File: src/rtl/enigma_rotor_ctrl.sv
// Odometer-style rotor stepping controller for the enigma_1 pipeline.
// Supplies current rotor positions plus per-stage delayed copies for in-flight symbols.
module enigma_rotor_ctrl #(
  parameter logic [6:0] R1_INIT_VALUE = 7'd1,
  parameter logic [6:0] R2_INIT_VALUE = 7'd1,
  parameter logic [6:0] R3_INIT_VALUE = 7'd1,
  parameter logic [6:0] R1_NOTCH      = 7'd17,
  parameter logic [6:0] R2_NOTCH      = 7'd5,
  parameter logic [6:0] LETTERS       = 7'd26
) (
  input  logic            clk_i,
  input  logic            rst_i,
  input  logic            rotors_rst_i,
  input  logic            load_i,
  input  logic [6:0]      r1_pos_i,
  input  logic [6:0]      r2_pos_i,
  input  logic [6:0]      r3_pos_i,
  input  logic            en_val_i,
  output logic [6:0]      r1_o,
  output logic [5:1][6:0] r1_d_o,
  output logic [6:0]      r2_o,
  output logic [4:1][6:0] r2_d_o,
  output logic [6:0]      r3_o,
  output logic [3:1][6:0] r3_d_o,
  output logic [1:0]      carry_o
);

  function automatic logic [6:0] f_step(input logic [6:0] pos);
    logic [6:0] v_res;
    if (pos == LETTERS) begin
      v_res = 7'd1;
    end else begin
      v_res = pos + 7'd1;
    end
    return v_res;
  endfunction

  // Key-setting values outside 1..LETTERS collapse to position 1
  function automatic logic [6:0] f_legal(input logic [6:0] pos);
    logic [6:0] v_res;
    if ((pos != 7'd0) && (pos <= LETTERS)) begin
      v_res = pos;
    end else begin
      v_res = 7'd1;
    end
    return v_res;
  endfunction

  logic [6:0]      r_r1;
  logic [6:0]      r_r2;
  logic [6:0]      r_r3;
  logic [5:1][6:0] r_r1_d;
  logic [4:1][6:0] r_r2_d;
  logic [3:1][6:0] r_r3_d;
  logic [1:0]      r_carry;

  logic [6:0]      w_r1_nxt;
  logic [6:0]      w_r2_nxt;
  logic [6:0]      w_r3_nxt;
  logic [1:0]      w_carry_nxt;

  // Next rotor positions: rotors_rst_i > load_i > step
  always_comb begin
    w_r1_nxt    = r_r1;
    w_r2_nxt    = r_r2;
    w_r3_nxt    = r_r3;
    w_carry_nxt = 2'b00;
    if (rotors_rst_i) begin
      w_r1_nxt = R1_INIT_VALUE;
      w_r2_nxt = R2_INIT_VALUE;
      w_r3_nxt = R3_INIT_VALUE;
    end else if (load_i) begin
      w_r1_nxt = f_legal(r1_pos_i);
      w_r2_nxt = f_legal(r2_pos_i);
      w_r3_nxt = f_legal(r3_pos_i);
    end else if (en_val_i) begin
      w_r1_nxt = f_step(r_r1);
      if (r_r1 == R1_NOTCH) begin
        w_r2_nxt       = f_step(r_r2);
        w_carry_nxt[0] = 1'b1;
        if (r_r2 == R2_NOTCH) begin
          w_r3_nxt       = f_step(r_r3);
          w_carry_nxt[1] = 1'b1;
        end else begin
          w_r3_nxt = r_r3;
        end
      end else begin
        w_r2_nxt = r_r2;
      end
    end else begin
      w_r1_nxt = r_r1;
    end
  end

  // Position/carry registers; delay lines shift every clock from pre-step positions
  always_ff @(posedge clk_i or posedge rst_i) begin
    if (rst_i) begin
      r_r1    <= R1_INIT_VALUE;
      r_r2    <= R2_INIT_VALUE;
      r_r3    <= R3_INIT_VALUE;
      r_r1_d  <= {5{R1_INIT_VALUE}};
      r_r2_d  <= {4{R2_INIT_VALUE}};
      r_r3_d  <= {3{R3_INIT_VALUE}};
      r_carry <= 2'b00;
    end else begin
      r_r1    <= w_r1_nxt;
      r_r2    <= w_r2_nxt;
      r_r3    <= w_r3_nxt;
      r_r1_d  <= {r_r1_d[4:1], r_r1};
      r_r2_d  <= {r_r2_d[3:1], r_r2};
      r_r3_d  <= {r_r3_d[2:1], r_r3};
      r_carry <= w_carry_nxt;
    end
  end

  assign r1_o    = r_r1;
  assign r2_o    = r_r2;
  assign r3_o    = r_r3;
  assign r1_d_o  = r_r1_d;
  assign r2_d_o  = r_r2_d;
  assign r3_d_o  = r_r3_d;
  assign carry_o = r_carry;

endmodule

File: config.mk
export PLATFORM = sky130hd
export DESIGN_NAME = enigma_rotor_ctrl
export DESIGN_NICKNAME = d
export VERILOG_FILES = /design/src/rtl/enigma_rotor_ctrl.sv
export SDC_FILE = /design/constraint.sdc
export NUM_CORES = 1
export LEC_CHECK = 0
export ABC_AREA = 1
export CAP_MARGIN = 20
export CORE_MARGIN = 5
export CORE_UTILIZATION = 39
export DETAILED_ROUTE_END_ITERATION = 8
export PLACE_DENSITY = 0.7
export RECOVER_POWER = 50
export SLEW_MARGIN = 20
export SYNTH_ARGS = -nofsm -noshare
export SYNTH_HDL_FRONTEND = slang
export SYNTH_SLANG_ARGS = --single-unit
File: constraint.sdc
create_clock -name clk_i -period 3.6 [get_ports clk_i]
set_input_delay 0.54 -clock clk_i [delete_from_list [all_inputs] [get_ports clk_i]]
set_output_delay 0.54 -clock clk_i [all_outputs]
set_load 0.02 [all_outputs]
==> results of run 1 <==
## where the power goes
group,internal [uW],total (uW),leakage (uW),switching (uW)
Clock,269,681,0.0000953,412
Sequential,1290,1360,0.00139,65.6
Combinational,207,460,0.00130,253
Total,1770,2500,0.00279,730
## flip-flops by register name, indices dropped and copies added (netlist names)
register,count
r2_o,7
r3_d_o,21
r3_o,7
r2_d_o,28
r1_d_o,35
carry_o,2
r1_o,7
## cell type report
type | count | area (um^2)
Clock buffer | 10 | 128
Clock inverter | 6 | 57.6
Fill cell | 930 | 4540
Inverter | 52 | 198
Multi-Input combinational cell | 238 | 1160
Sequential cell | 107 | 2700
Tap cell | 136 | 170
Timing Repair Buffer | 133 | 1330
## final timing paths
| path | from | end | slack (ns) | cells after the start |
|---|---|---|---|---|
| max in group clk_i | r2_o[0] | r2_o[0] | 1.30 | 1 |
| min in group asynchronous | rst_i | r1_d_o[31] | 0.77 | 2 |
| hold / removal | r1_d_o[7] | r1_d_o[14] | 0.37 | 0 |
| setup / recovery | rst_i | r2_d_o[18] | 1.26 | 3 |
| hold reg to reg | r1_d_o[7] | r1_d_o[14] | 0.37 | 0 |
| setup reg to reg | r3_o[0] | r3_o[4] | 1.84 | 9 |
## synth_stat cells
cell,instances
o21bai_1,1
nor3_1,1
nand3b_1,4
nor2_1,41
nand4_1,12
buf_6,1
buf_2,1
nand2_4,3
dfrtp_1,92
inv_2,3
nand2_2,3
nor2_4,2
inv_1,49
a21oi_1,9
nand3_2,1
ha_1,8
dfstp_2,15
nor2_2,2
nand2_1,98
xor2_1,3
nor3_2,1
clkbuf_1,1
nand3_1,34
o21ai_0,15
buf_4,1
## metal layers
| metal | routed length (um) | track usage (%) | part of all wire [%] |
|---|---|---|---|
| met3 | 501 | 3.13 | 5.6 |
| met4 | 85 | 5.05 | 0.94 |
| met1 | 3970 | 19.5 | 44 |
| met5 | 0 | 0 | 0 |
| met2 | 4460 | 24.1 | 49 |
## worst max-delay path: cells and delay by family
kind,cells,cell delay [ns]
buffers and inverters,3,2.06
## logic make-up after synthesis
family,count (synthesis)
buffers and inverters,56
DFF,107
adders and majority gates,8
AOI/OAI and AO/OA,25
xor gates and xnor gates,3
and+or+nand+nor,202
## cell usage in the layout (no fill, tap or decap), types with 9 or more instances in the layout
master | synthesis | final
clkdlybuf4s50_1 | 0 | 131
nand2_1 | 98 | 98
dfrtp_1 | 92 | 92
inv_1 | 49 | 48
nor2_1 | 41 | 41
nand3_1 | 34 | 34
o21ai_0 | 15 | 15
nand4_1 | 12 | 12
a21oi_1 | 9 | 9
clkbuf_8 | 0 | 9
## per-stage QoR
stage / worst slack (ns) / area (um^2)
floorplan: 0.268 / 4080
global route: 0.852 / 5740
finish: 1.26 / 5740
CTS: 1.38 / 5750
global placement: 1.31 / 5570
detailed placement: 1.19 / 5570
==> results.tsv, run 1 <==
metric	value	unit
port_buffers	132	
clock.fmax	0.428	GHz
core_area	0.0103	mm^2
hold_violations	0	
power.density	435	mW/mm^2
dieWidth	112	um
placed_cells	666	
synth-seq-cells	107	
routedWlPerCell	13.2	um
antenna_left	0	
drt-initial-drc-count	179	
critical_path.max_fanout	59	
rows	37	
initial_core_util	39.7	%
synthesis.area	0.00408	mm^2
synth_xor_area_share	0.644	%
startpoint_type	input port	
grt_pass1_vias	3116	
setup_violations	0	
htreeDepth	3	
synthAdderAreaFrac	2.45	%
cap_violations	0	
overflow	0	
cts_inserted_buffers	9	
area.growth.synth_to_final	40.6	%
drc	0	
total_power	2500	uW
cp-end-kind	async pin	
synth_top_family_by_area	simple AND/OR/NAND/NOR gates	
finClkSkew	0.00858	ns
layout-drive-gt1-share	7.33	%
postCtsHoldBufs	0	
min_path_type	register to register	
crit_slowest_cell	clkbuf_2	
period_needed	2.34	ns
synth.largest_area_cell	dfrtp_1	
numClockSinks	107	
nNetsFinal	575	
grt.total_usage	14.7	%
rsz0062_at_grt	no	
critPathRequiredTime	3.91	ns
via_per_inst	4.69	
post_cts_buffers	0	
finalCritPeriodShare	65.0	%
synthDistinctLibCells	25	
holdWs	0.369	ns
antenna_found_initial	0	
synth-compound-area-share	3.13	%
cts_tree	yes	
cts_resized	0	
crit_chain	dlygate4sd3_1 -> inv_4 -> clkbuf_2	
syn_avg_cell_area	10.2	um^2
cts_buffer_depth	2	
synth_warnings	0	
die_y	112	um
syn_inst	401	
clk_pin_slew	0.10	ns
path_class	input port to async pin	
worst_pin_slew	1.12	ns
final_util	55.8	%
insertion_delay	0.36	ns
synth_top_cells_by_area	dfrtp_1 56%, dfstp_2 9.7%, nand2_1 9.0%	
synth_mux_area_share	0	%
maxSlewHeadroom	25.0	%
grt_max_degree	60	
root_buffer	clkbuf_8	
grt_pass1_wl	15.1	mm
setup_tns	0	ns
synthSimpleGateAreaFrac	22.3	%
leakagePower	0.00279	uW
synth_top_area_share	56.4	%
ys_seq_area_share	66.0	%
diodes	0	
syn-num-nets	435	
layout.cells.non_filler	682	
drt-total-wl	9.02	mm
max_stage_delay	0.97	ns
status	completed	
ioPinCount	133	
post-dp-hpwl	7.02	mm
finalMaxSlewViolations	0	
peakVddDrop	0.000182	V
die_area	0.0126	mm^2
place_congestion	0.868	
dr_total_vias	3197	
firstDrtPassIters	4	
arrival	2.65	ns
No activity file was read; power rests on OpenSTA's default activity.
==> inputs of run 2 (changes only) <==
==> constraint.sdc (replaced) <==
create_clock -name clk_i -period 2.2 [get_ports clk_i]
set_input_delay 0.33 -clock clk_i [delete_from_list [all_inputs] [get_ports clk_i]]
set_output_delay 0.33 -clock clk_i [all_outputs]
set_load 0.02 [all_outputs]
==> run 2 against run 1 <==
Effect of this change: clock skew down 0.0045 ns; final cell count up 0.29%; sequential cell count unchanged; clock power up 60%; first-iteration DRC count down 3.9%; critical endpoint is now r3_o[0]; largest cell class unchanged; largest power group unchanged.
==> results.tsv, run 2 (same netlist as run 1, synthesis figures left out) <==
metric	value	unit
status	completed	
layout-drive-gt1-share	7.48	%
antenna_left	0	
post-dp-hpwl	6.95	mm
critical_path.max_fanout	8	
die_y	112	um
leakagePower	0.00278	uW
drc	0	
grt_pass1_vias	3144	
hold_path_depth	0	
finalMaxSlewViolations	0	
nNetsFinal	577	
hold-path-endpoint	r2_d_o[21]	
grt.total_usage	14.9	%
swShare	28.0	%
cts_tree	yes	
grt_max_degree	108	
core_area	0.0103	mm^2
rows	37	
hold_violations	0	
firstDrtPassIters	4	
critPathRequiredTime	1.87	ns
mostFrequentLayoutCells	132 x clkdlybuf4s50_1, 98 x nand2_1, 92 x dfrtp_1, 48 x inv_1, 41 x nor2_1	
p_comb_share	18.7	%
clock.fmax	0.484	GHz
drt-initial-drc-count	172	
postCtsHoldBufs	0	
arrival	1.74	ns
cap_violations	0	
maxSlewHeadroom	9.25	%
startpoint_type	register	
diodes	0	
numClockSinks	107	
setup_violations	0	
power.density	709	mW/mm^2
root_buffer	clkbuf_8	
finClkSkew	0.00410	ns
die_area	0.0126	mm^2
cp_top_family	flip-flops	
setup_tns	0	ns
cp-end-kind	output port	
min_path_type	register to register	
insertion_delay	0.36	ns
cts_resized	0	
r2r_setup_slack	0.47	ns
netSwitchingPower	1140	uW
grt_pass1_wl	15.3	mm
overflow	0	
cts_inserted_buffers	9	
ioPinCount	133	
crit_chain	clkdlybuf4s50_1	
antenna_found_initial	0	
largest_reg_flops	35	
max_stage_delay	0.70	ns
initial_core_util	39.7	%
reg2reg_from	r3_o[0]	
via_per_inst	4.67	
holdWs	0.370	ns
finalInstanceArea	0.00575	mm^2
regToRegEndpoint	r3_o[4]	
final_common_cell	clkdlybuf4s50_1	
dieWidth	112	um
clk_pin_slew	0.09	ns
dr_total_vias	3195	
n_fill_cell	897	
place_congestion	0.835	
period_needed	2.07	ns
worst_pin_slew	1.36	ns
hold_path.startpoint	r2_d_o[14]	
postPlaceCellArea	0.00559	mm^2
finalCritPeriodShare	93.9	%
post_cts_buffers	0	
p_int	2930	uW
routedWlPerCell	13.3	um
power_frac_clock	26.9	%
worstRegToRegCells	9	
htreeDepth	3	
area.growth.synth_to_final	40.8	%
rsz0062_at_grt	no	
crit_slowest_cell	dfstp_1	
peakVddDrop	0.000296	V
path_class	register to output port	
drt-total-wl	9.10	mm
cts_buffer_depth	2	
power_frac_seq	54.5	%
critical_path_buf_inv_count	1	
port_buffers	132	
==> run 2: changes by cell type in the layout (fill, tap and decap cells not counted), sizes merged <==
cell           previous run  this run
clkbuf                   11        15
inv                      56        52
clkinvlp                  0         2
buf                       0         1
clkdlybuf4s50           131       132
clkinv                    2         1
dlygate4sd3               1         0
==> run 2: per-layer routing <==
| metal | GRT usage (%) | share of wire (%) | vias to the layer above | wire length (um) |
|---|---|---|---|---|
| met5 | 0 | 0 | - | 0 |
| met4 | 7.69 | 2.5 | 0 | 224 |
| met3 | 2.64 | 6.5 | 16 | 594 |
| met2 | 23.8 | 47 | 128 | 4320 |
| met1 | 19.5 | 44 | 1500 | 3970 |
| li1 | - | - | 1551 | - |
==> run 2: through the flow <==
stage          worst slack (ns)  instances  utilization [%]  power, uW
3_5_place_dp              0.363        668             54.3       3040
4_1_cts                   0.204        684             56.1       4140
2_1_floorplan             0.595        401                -       2630
3_3_place_gp              0.420        668             54.3       3020
6_report                  0.133        684             55.9       4080
5_1_grt                  0.0989        684             55.9       4280
==> run 2: worst max path at each step <==
stage	start	to	slack, ns	cells after the start
6_report	r3_o[0]	r3_o[0]	0.13	1
5_1_grt	r3_o[0]	r3_o[0]	0.1	1
4_1_cts	r2_o[0]	r2_o[0]	0.20	1
3_5_place_dp	load_i	r1_o[3]	0.36	7
3_3_place_gp	load_i	r1_o[4]	0.42	7
2_1_floorplan	rst_i	carry_o[0]	0.59	1
==> run 2: final cells by class <==
type | instances | area (um^2) | share of cell area [%]
clock inverter | 3 | 21.3 | 0.370
tap | 136 | 170 | 2.96
multi-input combinational | 238 | 1160 | 20.2
sequential | 107 | 2700 | 46.9
timing repair buffer | 135 | 1340 | 23.3
inverter | 52 | 199 | 3.46
clock buffer | 13 | 159 | 2.76
==> run 2: power by group through the flow <==
stage | logic, uW | clock network [uW] | registers, uW
after detailed placement | 773 | 0 | 2270
after global routing | 823 | 1210 | 2250
after CTS | 775 | 1130 | 2230
final | 760 | 1090 | 2220
after floorplan | 218 | 0 | 2410
after global placement | 764 | 0 | 2260
